[config.mk]
export PLATFORM = sky130hd
export DESIGN_NAME = rlc_wr_sched_flat
export DESIGN_NICKNAME = d
export VERILOG_FILES = /design/src/rtl/rlc_wr_sched_if.sv /design/src/rtl/rlc_wr_sched.sv /design/src/flat_wrapper.sv
export SDC_FILE = /design/constraint.sdc
export NUM_CORES = 1
export LEC_CHECK = 0
export BUFFER_PORTS_ARGS = -buffer_cell sky130_fd_sc_hd__buf_2
export CAP_MARGIN = 20
export CELL_PAD_IN_SITES_DETAIL_PLACEMENT = 1
export CELL_PAD_IN_SITES_GLOBAL_PLACEMENT = 1
export CORE_MARGIN = 2
export CORE_UTILIZATION = 25
export CTS_CLUSTER_SIZE = 14
export DETAILED_ROUTE_END_ITERATION = 7
export PLACE_DENSITY_LB_ADDON = 0.1
export SYNTH_ARGS = -nofsm -noshare
export SYNTH_HDL_FRONTEND = slang
export SYNTH_SLANG_ARGS = --single-unit
export TNS_END_PERCENT = 100
[constraint.sdc]
create_clock -name clk -period 6.9 [get_ports clk]
set_clock_uncertainty 0.2 [all_clocks]
set_input_delay 1.035 -clock clk [delete_from_list [all_inputs] [get_ports clk]]
set_output_delay 1.035 -clock clk [all_outputs]
set_load 0.02 [all_outputs]
[src/rtl/rlc_wr_sched_if.sv]
// Signal bundle between the run-length coder scheduler and its environment:
// upstream block handshake, coder record path, host read port and SRAM port.
interface rlc_wr_sched_if #(
    parameter int DATA_W = 107,
    parameter int ADDR_W = 10
);
    logic              start;
    logic [ADDR_W:0]   num_blocks;
    logic              blk_valid;
    logic              blk_ready;
    logic              rlc_enable;
    logic              rlc_valid;
    logic [DATA_W-1:0] rlc_wdata;
    logic              rd_req;
    logic [ADDR_W-1:0] rd_addr;
    logic              rd_gnt;
    logic              sram_wen;
    logic [ADDR_W-1:0] sram_addr;
    logic [DATA_W-1:0] sram_wdata;
    logic              busy;
    logic              done;
    logic              err;

    modport slave (
        input  start, num_blocks, blk_valid, rlc_valid, rlc_wdata, rd_req, rd_addr,
        output blk_ready, rlc_enable, rd_gnt, sram_wen, sram_addr, sram_wdata,
               busy, done, err
    );

    modport master (
        output start, num_blocks, blk_valid, rlc_valid, rlc_wdata, rd_req, rd_addr,
        input  blk_ready, rlc_enable, rd_gnt, sram_wen, sram_addr, sram_wdata,
               busy, done, err
    );
endinterface

[src/rtl/rlc_wr_sched.sv]
// Sequences blocks into the run-length coder, buffers its records in a small FIFO
// and writes them to the coefficient SRAM, sharing the port with host reads.
module rlc_wr_sched #(
    parameter int DATA_W     = 107,
    parameter int ADDR_W     = 10,
    parameter int FIFO_DEPTH = 4
) (
    input  logic          clk,
    input  logic          srst_n,
    rlc_wr_sched_if.slave bus
);
    localparam int PW = $clog2(FIFO_DEPTH);
    localparam int CW = PW + 1;
    localparam logic [CW-1:0]   DEPTH_C = CW'(FIFO_DEPTH);
    localparam logic [CW-1:0]   WR_PRIO = CW'(FIFO_DEPTH - 1);
    localparam logic [ADDR_W:0] MAX_BLK = {1'b1, {ADDR_W{1'b0}}};
    localparam logic [ADDR_W:0] ONE_BLK = {{ADDR_W{1'b0}}, 1'b1};

    typedef enum logic [1:0] {IDLE, RUN, DRAIN, DONE} state_t;
    state_t state, state_nxt;

    logic [ADDR_W:0]   num_clamped, num_cap, issued;
    logic [ADDR_W-1:0] waddr;
    logic              inflight, live, err_q;
    logic [DATA_W-1:0] mem [FIFO_DEPTH];
    logic [PW-1:0]     wr_ptr, rd_ptr;
    logic [CW-1:0]     fifo_cnt, credit_used;
    logic              start_acc, push, pop, spurious;
    logic              blk_ready, rlc_enable, rd_gnt;
    logic              sram_wen_q;
    logic [ADDR_W-1:0] sram_addr_q;
    logic [DATA_W-1:0] sram_wdata_q;

    assign num_clamped = (bus.num_blocks > MAX_BLK) ? MAX_BLK : bus.num_blocks;
    assign start_acc   = (state == IDLE) && bus.start;

    // A block is only accepted if its record is guaranteed a FIFO slot on arrival.
    assign credit_used = fifo_cnt + CW'(inflight);
    assign blk_ready   = (state == RUN) && (issued < num_cap) && (credit_used < DEPTH_C);
    assign rlc_enable  = bus.blk_valid && blk_ready;

    assign push     = bus.rlc_valid && inflight;
    assign spurious = bus.rlc_valid && !inflight;

    // Reads win until the FIFO is one short of full; live keeps rd_gnt low in reset.
    assign pop    = (fifo_cnt != '0) && (!bus.rd_req || (fifo_cnt >= WR_PRIO));
    assign rd_gnt = live && bus.rd_req && !pop;

    always_ff @(posedge clk or negedge srst_n) begin
        if (!srst_n) state <= IDLE;
        else         state <= state_nxt;
    end

    // NOTE: the default assignment up front means no path leaves state_nxt unassigned, so no latch.
    always_comb begin
        state_nxt = state;
        unique case (state)
            IDLE:    if (bus.start) state_nxt = (num_clamped == '0) ? DONE : RUN;
            RUN:     if (rlc_enable && ((issued + ONE_BLK) == num_cap)) state_nxt = DRAIN;
            DRAIN:   if ((fifo_cnt == '0) && !inflight) state_nxt = DONE;
            DONE:    state_nxt = IDLE;
            default: state_nxt = IDLE;
        endcase
    end

    // NOTE: state registers use non-blocking assignments so every flop samples pre-edge values.
    always_ff @(posedge clk or negedge srst_n) begin
        if (!srst_n) begin
            live     <= 1'b0;
            inflight <= 1'b0;
            num_cap  <= '0;
            issued   <= '0;
            waddr    <= '0;
            err_q    <= 1'b0;
        end else begin
            live     <= 1'b1;
            inflight <= rlc_enable;
            err_q    <= (err_q && !start_acc) || spurious;
            if (start_acc) begin
                num_cap <= num_clamped;
                issued  <= '0;
                waddr   <= '0;
            end else begin
                if (rlc_enable) issued <= issued + ONE_BLK;
                if (pop)        waddr  <= waddr + ADDR_W'(1);
            end
        end
    end

    always_ff @(posedge clk or negedge srst_n) begin
        if (!srst_n) begin
            wr_ptr   <= '0;
            rd_ptr   <= '0;
            fifo_cnt <= '0;
        end else begin
            if (push) wr_ptr <= wr_ptr + PW'(1);
            if (pop)  rd_ptr <= rd_ptr + PW'(1);
            unique case ({push, pop})
                2'b10:   fifo_cnt <= fifo_cnt + CW'(1);
                2'b01:   fifo_cnt <= fifo_cnt - CW'(1);
                default: fifo_cnt <= fifo_cnt;
            endcase
        end
    end

    // NOTE: record storage is not reset; the pointers and count alone define which entries are valid.
    always_ff @(posedge clk) begin
        if (push) mem[wr_ptr] <= bus.rlc_wdata;
    end

    always_ff @(posedge clk or negedge srst_n) begin
        if (!srst_n) begin
            sram_wen_q   <= 1'b1;
            sram_addr_q  <= '0;
            sram_wdata_q <= '0;
        end else begin
            sram_wen_q <= !pop;
            if (pop) begin
                sram_addr_q  <= waddr;
                sram_wdata_q <= mem[rd_ptr];
            end else if (rd_gnt) begin
                sram_addr_q  <= bus.rd_addr;
            end
        end
    end

    assign bus.blk_ready  = blk_ready;
    assign bus.rlc_enable = rlc_enable;
    assign bus.rd_gnt     = rd_gnt;
    assign bus.sram_wen   = sram_wen_q;
    assign bus.sram_addr  = sram_addr_q;
    assign bus.sram_wdata = sram_wdata_q;
    assign bus.busy       = (state != IDLE);
    assign bus.done       = (state == DONE);
    assign bus.err        = err_q;
endmodule

[src/flat_wrapper.sv]
// flat-port wrapper written by rule: the top's interface ports become plain ports
module rlc_wr_sched_flat 
#(
    parameter int DATA_W     = 107,
    parameter int ADDR_W     = 10,
    parameter int FIFO_DEPTH = 4
)
  (clk, srst_n, bus_start, bus_num_blocks, bus_blk_valid, bus_rlc_valid, bus_rlc_wdata, bus_rd_req, bus_rd_addr, bus_blk_ready, bus_rlc_enable, bus_rd_gnt, bus_sram_wen, bus_sram_addr, bus_sram_wdata, bus_busy, bus_done, bus_err);
  rlc_wr_sched_if #(.DATA_W(DATA_W), .ADDR_W(ADDR_W)) bus_i ();
  input  logic clk;
  input  logic srst_n;
  input wire logic [$bits(bus_i.start)-1:0] bus_start;
  input wire logic [$bits(bus_i.num_blocks)-1:0] bus_num_blocks;
  input wire logic [$bits(bus_i.blk_valid)-1:0] bus_blk_valid;
  input wire logic [$bits(bus_i.rlc_valid)-1:0] bus_rlc_valid;
  input wire logic [$bits(bus_i.rlc_wdata)-1:0] bus_rlc_wdata;
  input wire logic [$bits(bus_i.rd_req)-1:0] bus_rd_req;
  input wire logic [$bits(bus_i.rd_addr)-1:0] bus_rd_addr;
  output wire logic [$bits(bus_i.blk_ready)-1:0] bus_blk_ready;
  output wire logic [$bits(bus_i.rlc_enable)-1:0] bus_rlc_enable;
  output wire logic [$bits(bus_i.rd_gnt)-1:0] bus_rd_gnt;
  output wire logic [$bits(bus_i.sram_wen)-1:0] bus_sram_wen;
  output wire logic [$bits(bus_i.sram_addr)-1:0] bus_sram_addr;
  output wire logic [$bits(bus_i.sram_wdata)-1:0] bus_sram_wdata;
  output wire logic [$bits(bus_i.busy)-1:0] bus_busy;
  output wire logic [$bits(bus_i.done)-1:0] bus_done;
  output wire logic [$bits(bus_i.err)-1:0] bus_err;
  assign bus_i.start = bus_start;
  assign bus_i.num_blocks = bus_num_blocks;
  assign bus_i.blk_valid = bus_blk_valid;
  assign bus_i.rlc_valid = bus_rlc_valid;
  assign bus_i.rlc_wdata = bus_rlc_wdata;
  assign bus_i.rd_req = bus_rd_req;
  assign bus_i.rd_addr = bus_rd_addr;
  assign bus_blk_ready = bus_i.blk_ready;
  assign bus_rlc_enable = bus_i.rlc_enable;
  assign bus_rd_gnt = bus_i.rd_gnt;
  assign bus_sram_wen = bus_i.sram_wen;
  assign bus_sram_addr = bus_i.sram_addr;
  assign bus_sram_wdata = bus_i.sram_wdata;
  assign bus_busy = bus_i.busy;
  assign bus_done = bus_i.done;
  assign bus_err = bus_i.err;
  rlc_wr_sched #(.DATA_W(DATA_W), .ADDR_W(ADDR_W), .FIFO_DEPTH(FIFO_DEPTH)) u_core (.clk(clk), .srst_n(srst_n), .bus(bus_i));
endmodule
## Word level (Yosys, flattened, before mapping)

Memories as Yosys holds them, arrays and structs flattened. A register that Yosys moved wholly into a read port is not among the register bits.
Index checks and enable logic that the tools add are counted.

- Memories: 1
- Logic and storage cells: 77
- Bits in registers: 55
- Bits of input ports: 134
- Bits in writable memories: 428
- Output and inout port bits: 124

- Muxes and demuxes: 15
- Eq/ne operators: 9
- Reduce and logical (&&, ||, !) cells: 29
- Magnitude comparators: 4
- Add/sub/neg operators: 7

Memories:

| memory | words | width | read ports | clocked after Yosys merged registers in | write ports | RTL line | text |
|---|---|---|---|---|---|---|---|
| u_core.mem | 4 | 107 | 1 | 1 | 1 | rlc_wr_sched.sv:25 | `logic [DATA_W-1:0] mem [FIFO_DEPTH];` |

Operator list:

| kind | number |
|---|---|
| $mux W10 | 4 |
| $mux W11 | 3 |
| $logic_and A1 B1 Y1 | 12 |
| $add A11 B1 Y11 const B | 1 |
| $eq A11 B11 Y1 | 1 |
| $gt A11 B11 Y1 const B | 1 |
| $logic_not A11 Y1 | 1 |
| $lt A11 B11 Y1 | 1 |
| $add A10 B1 Y10 const B | 1 |
| $reduce_bool A2 Y1 | 5 |
| $mux W2 | 4 |
| $pmux W2 S4 | 1 |
| $eq A2 B2 Y1 const B | 3 |
| $pmux W3 S2 | 1 |
| $logic_not A1 Y1 | 5 |
| $add A2 B1 Y2 const B | 2 |
| $eq A2 B1 Y1 const B | 2 |
| $ne A2 B2 Y1 const B | 2 |
| $add A3 B1 Y3 | 1 |
| $add A3 B1 Y3 const B | 1 |
| $ge A3 B2 Y1 const B | 1 |
| $logic_not A3 Y1 | 1 |
| $lt A3 B3 Y1 const B | 1 |
| $reduce_and A3 Y1 | 1 |
| 6 further kinds | 8 |

## Logic depth before layout (Yosys ltp)

- Depth in word-level cells: 7
- Gate-level depth with buffers: 11
- Mapped depth without buffers: 10

## Worst setup path after synthesis

Ideal clock, no wire load.

- Path kind: in2reg
- From: in bus_rlc_valid
- To: mem u_core.mem[0][0] (enable)
- Stages on the path: 1
- Setup time: 0.479 ns
- Slack: 2.663 ns
- Arrival time: 3.558 ns
- Path buffers: 0
- Required time: 6.221 ns
- Cells stage by stage: and3_1

- Longest elaborated chain between the ends: 3

Ends and longest elaborated chain:

| what | RTL line | text |
|---|---|---|
| from (decl) | flat_wrapper.sv:15 | `input wire logic [$bits(bus_i.rlc_valid)-1:0] bus_rlc_valid;` |
| $logic_and A1 B1 Y1 | rlc_wr_sched.sv:42 | `assign push = bus.rlc_valid && inflight;` |
| $mux W1 | rlc_wr_sched.sv:108 | `if (push) mem[wr_ptr] <= bus.rlc_wdata;` |
| $mux W1 (not written as such) | rlc_wr_sched.sv:108 |  |
| to (decl) | rlc_wr_sched.sv:25 |  |

Every way passes these cells.

## Final worst setup path

- From: in bus_rd_req
- To: out bus_rd_gnt

- Longest elaborated chain between the ends: 5
- Elaborated cells on any way between the ends: 6
- Those cells by class: reduce/logical: 6

Ends and longest elaborated chain:

| what | RTL line | text |
|---|---|---|
| from (decl) | flat_wrapper.sv:17 | `input wire logic [$bits(bus_i.rd_req)-1:0] bus_rd_req;` |
| $logic_not A1 Y1 | rlc_wr_sched.sv:46 | `assign pop = (fifo_cnt != '0) && (!bus.rd_req \|\| (fifo_cnt >= WR_PRIO));` |
| $logic_or A1 B1 Y1 | rlc_wr_sched.sv:46 |  |
| $logic_and A1 B1 Y1 | rlc_wr_sched.sv:46 |  |
| $logic_not A1 Y1 | rlc_wr_sched.sv:47 | `assign rd_gnt = live && bus.rd_req && !pop;` |
| $logic_and A1 B1 Y1 * | rlc_wr_sched.sv:47 |  |
| to (decl) | flat_wrapper.sv:21 | `output wire logic [$bits(bus_i.rd_gnt)-1:0] bus_rd_gnt;` |

Mark *: on every way between the ends. The rest lies on a longest branch, timed or not.

==> results.yml <==
outcome:
  status: "completed"
sta:
  maxSlewViolCount: 0
  slew_headroom_pct: 29.98
  setup_tns_ns: 0
  timing.final.crit_period_ns: 4.476
  layout_setup_ws_ns: 2.425
  fin_crit_sh_pct: 64.86
  worstMarginPinSlew_ns: 1.050
  grt_setup_unrepaired: "no"
  max_freq_ghz: 0.2234
  setup_viol: 0
  hold_viol: 0
grt:
  grt_pass1_wl_um: 92540
  antenna_found_initial: 16
  grt_overflow: 0
  grt_pass1_vias: 13990
  grt.total_usage_pct: 13.43
  grt_max_degree: 108
cts:
  cts_buffers: 73
  cts_tree: "built"
  clock_latency_ns: 0.61
  cts_sinks: 590
  clk_pin_slew_ns: 0.05
  htreeDepth: 3
  ctsHoldBuffers: 0
  cts.repair.resized: 0
  postCtsSetupBuffers: 0
  clock_path_buffers: 3
  cts_root_buf: "clkbuf_16"
yosys:
  ys_top_cells_by_area: "edfxtp_1 57%, dfrtp_1 18%, mux4_2 11%"
  syn_avg_cell_area_um2: 16.55
  synthCells: 1364
  ys_types: 48
  synth-edff-count: 428
  synth_common_cells: "428 x edfxtp_1, 362 x nand2_1, 161 x dfrtp_1, 107 x mux4_2, 47 x clkbuf_1"
  yosysTopAreaCell: "edfxtp_1"
  yosysMostFrequentCell: "edfxtp_1"
  netlist_area_um2: 22570
  ys_ff_latch: 590
  ys.flop_type: "edfxtp_1"
  synth.net_count: 1522
  yosysSeqAreaShare_pct: 74.90
  async_flop_share_pct: 27.46
  synth_top_area_share_pct: 56.93
  ys_warn_count: 0
routing:
  wirelength_um: 61340
  via_per_inst: 4.284
  drt_iter0_markers: 610
  wl_per_cell_um: 21.25
  first_pass_iters: 4
  postRouteAntennaNets: 0
  drc: 0
  via_count: 12370
setup_path:
  timing.rr.end: "u_core.state[0]"
  cp-start-kind: "input pin"
  cp.required_ns: 5.66
  worst-r2r-cell-count: 8
  path_class: "in -> out"
  r2r-start: "u_core.issued[8]"
  crit_fanout: 68
  regToRegSetupSlack_ns: 3.37
  crit_path_end_kind: "output port"
  arrival_ns: 3.24
die:
  start_util_pct: 25.16
  num_io_pins: 258
  core_um2: 89740
  dieArea_um2: 92720
  die_x_um: 304.5
  die_h_um: 304.5
  rows: 110
hold_path:
  hp-class: "in -> async"
placed_design:
  place_ws_ns: 2.340
  dp_hpwl_um: 34910
  place_congestion: 0.7159
  port-buffer-count: 257
finish:
  areaGrowthSynthToFinish_pct: 22.95
  drive_above_1_share_pct: 29.45
  nets: 1810
  fillers: 9409
power_and_ir_drop:
  p_per_area_nw_per_um2: 433.8
  leakagePower_uw: 0.01058
  ir_drop_mv: 0.2084
job:
  drv_cap: 0
==> metal layers <==
layer  up-vias  global-route usage, %  part of all wire [%]
li1       5602                      -                     -
met1      6386                  16.27                    41
met2       246                  23.31                    50
met3       113                  3.651                   5.8
met4        22                  3.983                   2.3
met5         -                      0                  0.23
==> cell families after synthesis <==
kind of cell / count (synthesis) / synth area share, %
adders and majority gates: 25 / 1.408
muxes: 118 / 11.17
xor gates and xnor gates: 38 / 1.474
and+or+nand+nor: 456 / 8.242
AOI/OAI and AO/OA: 51 / 1.358
other: 1 / 0.01661
DFF: 590 / 74.90
buffers and inverters: 85 / 1.436
==> stage by stage <==
step / std cells / hold WS, ns / instance area [um2] / util [%] / power (uW)
global placement: 2753 / 0.2438 / 25290 / 28.18 / 8299
floorplan: 1364 / 0.2424 / 22570 / - / 6994
finish: 2887 / 0.2261 / 27760 / 30.93 / 12040
detailed placement: 2753 / 0.2502 / 25290 / 28.18 / 8359
global route: 2884 / 0.2474 / 27750 / 30.92 / 12820
CTS: 2884 / 0.2299 / 27750 / 30.92 / 12380
==> how the worst max path moves through the flow <==
stage                        from                to  slack [ns]  cells past startpoint
floorplan           bus_rlc_valid  u_core.mem[0][0]        2.66                      1
global placement       bus_rd_req        bus_rd_gnt        2.35                      8
detailed placement     bus_rd_req        bus_rd_gnt        2.34                      8
CTS                    bus_rd_req        bus_rd_gnt        2.33                      8
global route           bus_rd_req        bus_rd_gnt        2.23                      8
finish                 bus_rd_req        bus_rd_gnt        2.42                      8
==> state kept, by name, summed over array words and instances (netlist names) <==
name	cells
u_core.fifo_cnt	3
u_core.mem	428
u_core.bus.sram_addr	10
u_core.bus.sram_wen	1
u_core.num_cap	11
u_core.wr_ptr	2
u_core.inflight	1
u_core.live	1
u_core.bus.err	1
u_core.rd_ptr	2
u_core.bus.sram_wdata	107
u_core.issued	11
u_core.state	2
u_core.waddr	10
==> layout by cell type, fill, tap and decap left out, types with 3 or more instances in the layout <==
| cell | instances |
|---|---|
| a21oi_1 | 10 |
| and3_1 | 4 |
| and3_4 | 4 |
| buf_2 | 256 |
| buf_4 | 13 |
| bufinv_16 | 10 |
| clkbuf_1 | 11 |
| clkbuf_16 | 76 |
| clkbuf_8 | 5 |
| clkinv_1 | 9 |
| clkinv_2 | 17 |
| dfrtp_1 | 159 |
| diode_2 | 3 |
| edfxtp_1 | 428 |
| ha_1 | 23 |
| inv_1 | 24 |
| mux2i_1 | 10 |
| mux4_2 | 107 |
| nand2_1 | 362 |
| nand3_1 | 9 |
| nand3b_1 | 7 |
| nand4_1 | 5 |
| nor2_1 | 32 |
| nor3_1 | 14 |
| nor4_1 | 4 |
| o211ai_1 | 4 |
| o21ai_0 | 25 |
| xnor2_1 | 23 |
| xor2_1 | 15 |
==> critical path: stages <==
cell,delay (ns)
buf_2,0.10
inv_1,0.05
maj3_1,0.39
nor2_4,0.09
buf_4,0.53
inv_4,0.48
nor2_1,0.25
buf_2,0.20
==> area by class of cell <==
class / count / area [um2] / area share, %
clock buffers: 91 / 1998 / 7.199
diodes: 3 / 7.507 / 0.02705
clock inverters: 40 / 459.2 / 1.654
well taps: 1176 / 1471 / 5.301
multi-input cells: 689 / 5371 / 19.35
inverters: 26 / 100.1 / 0.3606
flip-flops and latches: 590 / 16920 / 60.94
repair buffers: 272 / 1433 / 5.162
==> power breakdown <==
part           switching (uW)  leakage (uW)  internal [uW]
clock network            1500       0.00121           2420
registers                 454       0.00585           4360
logic                    2030       0.00352           1270
total                    3980        0.0106           8060
No activity file was read; power rests on OpenSTA's default activity.
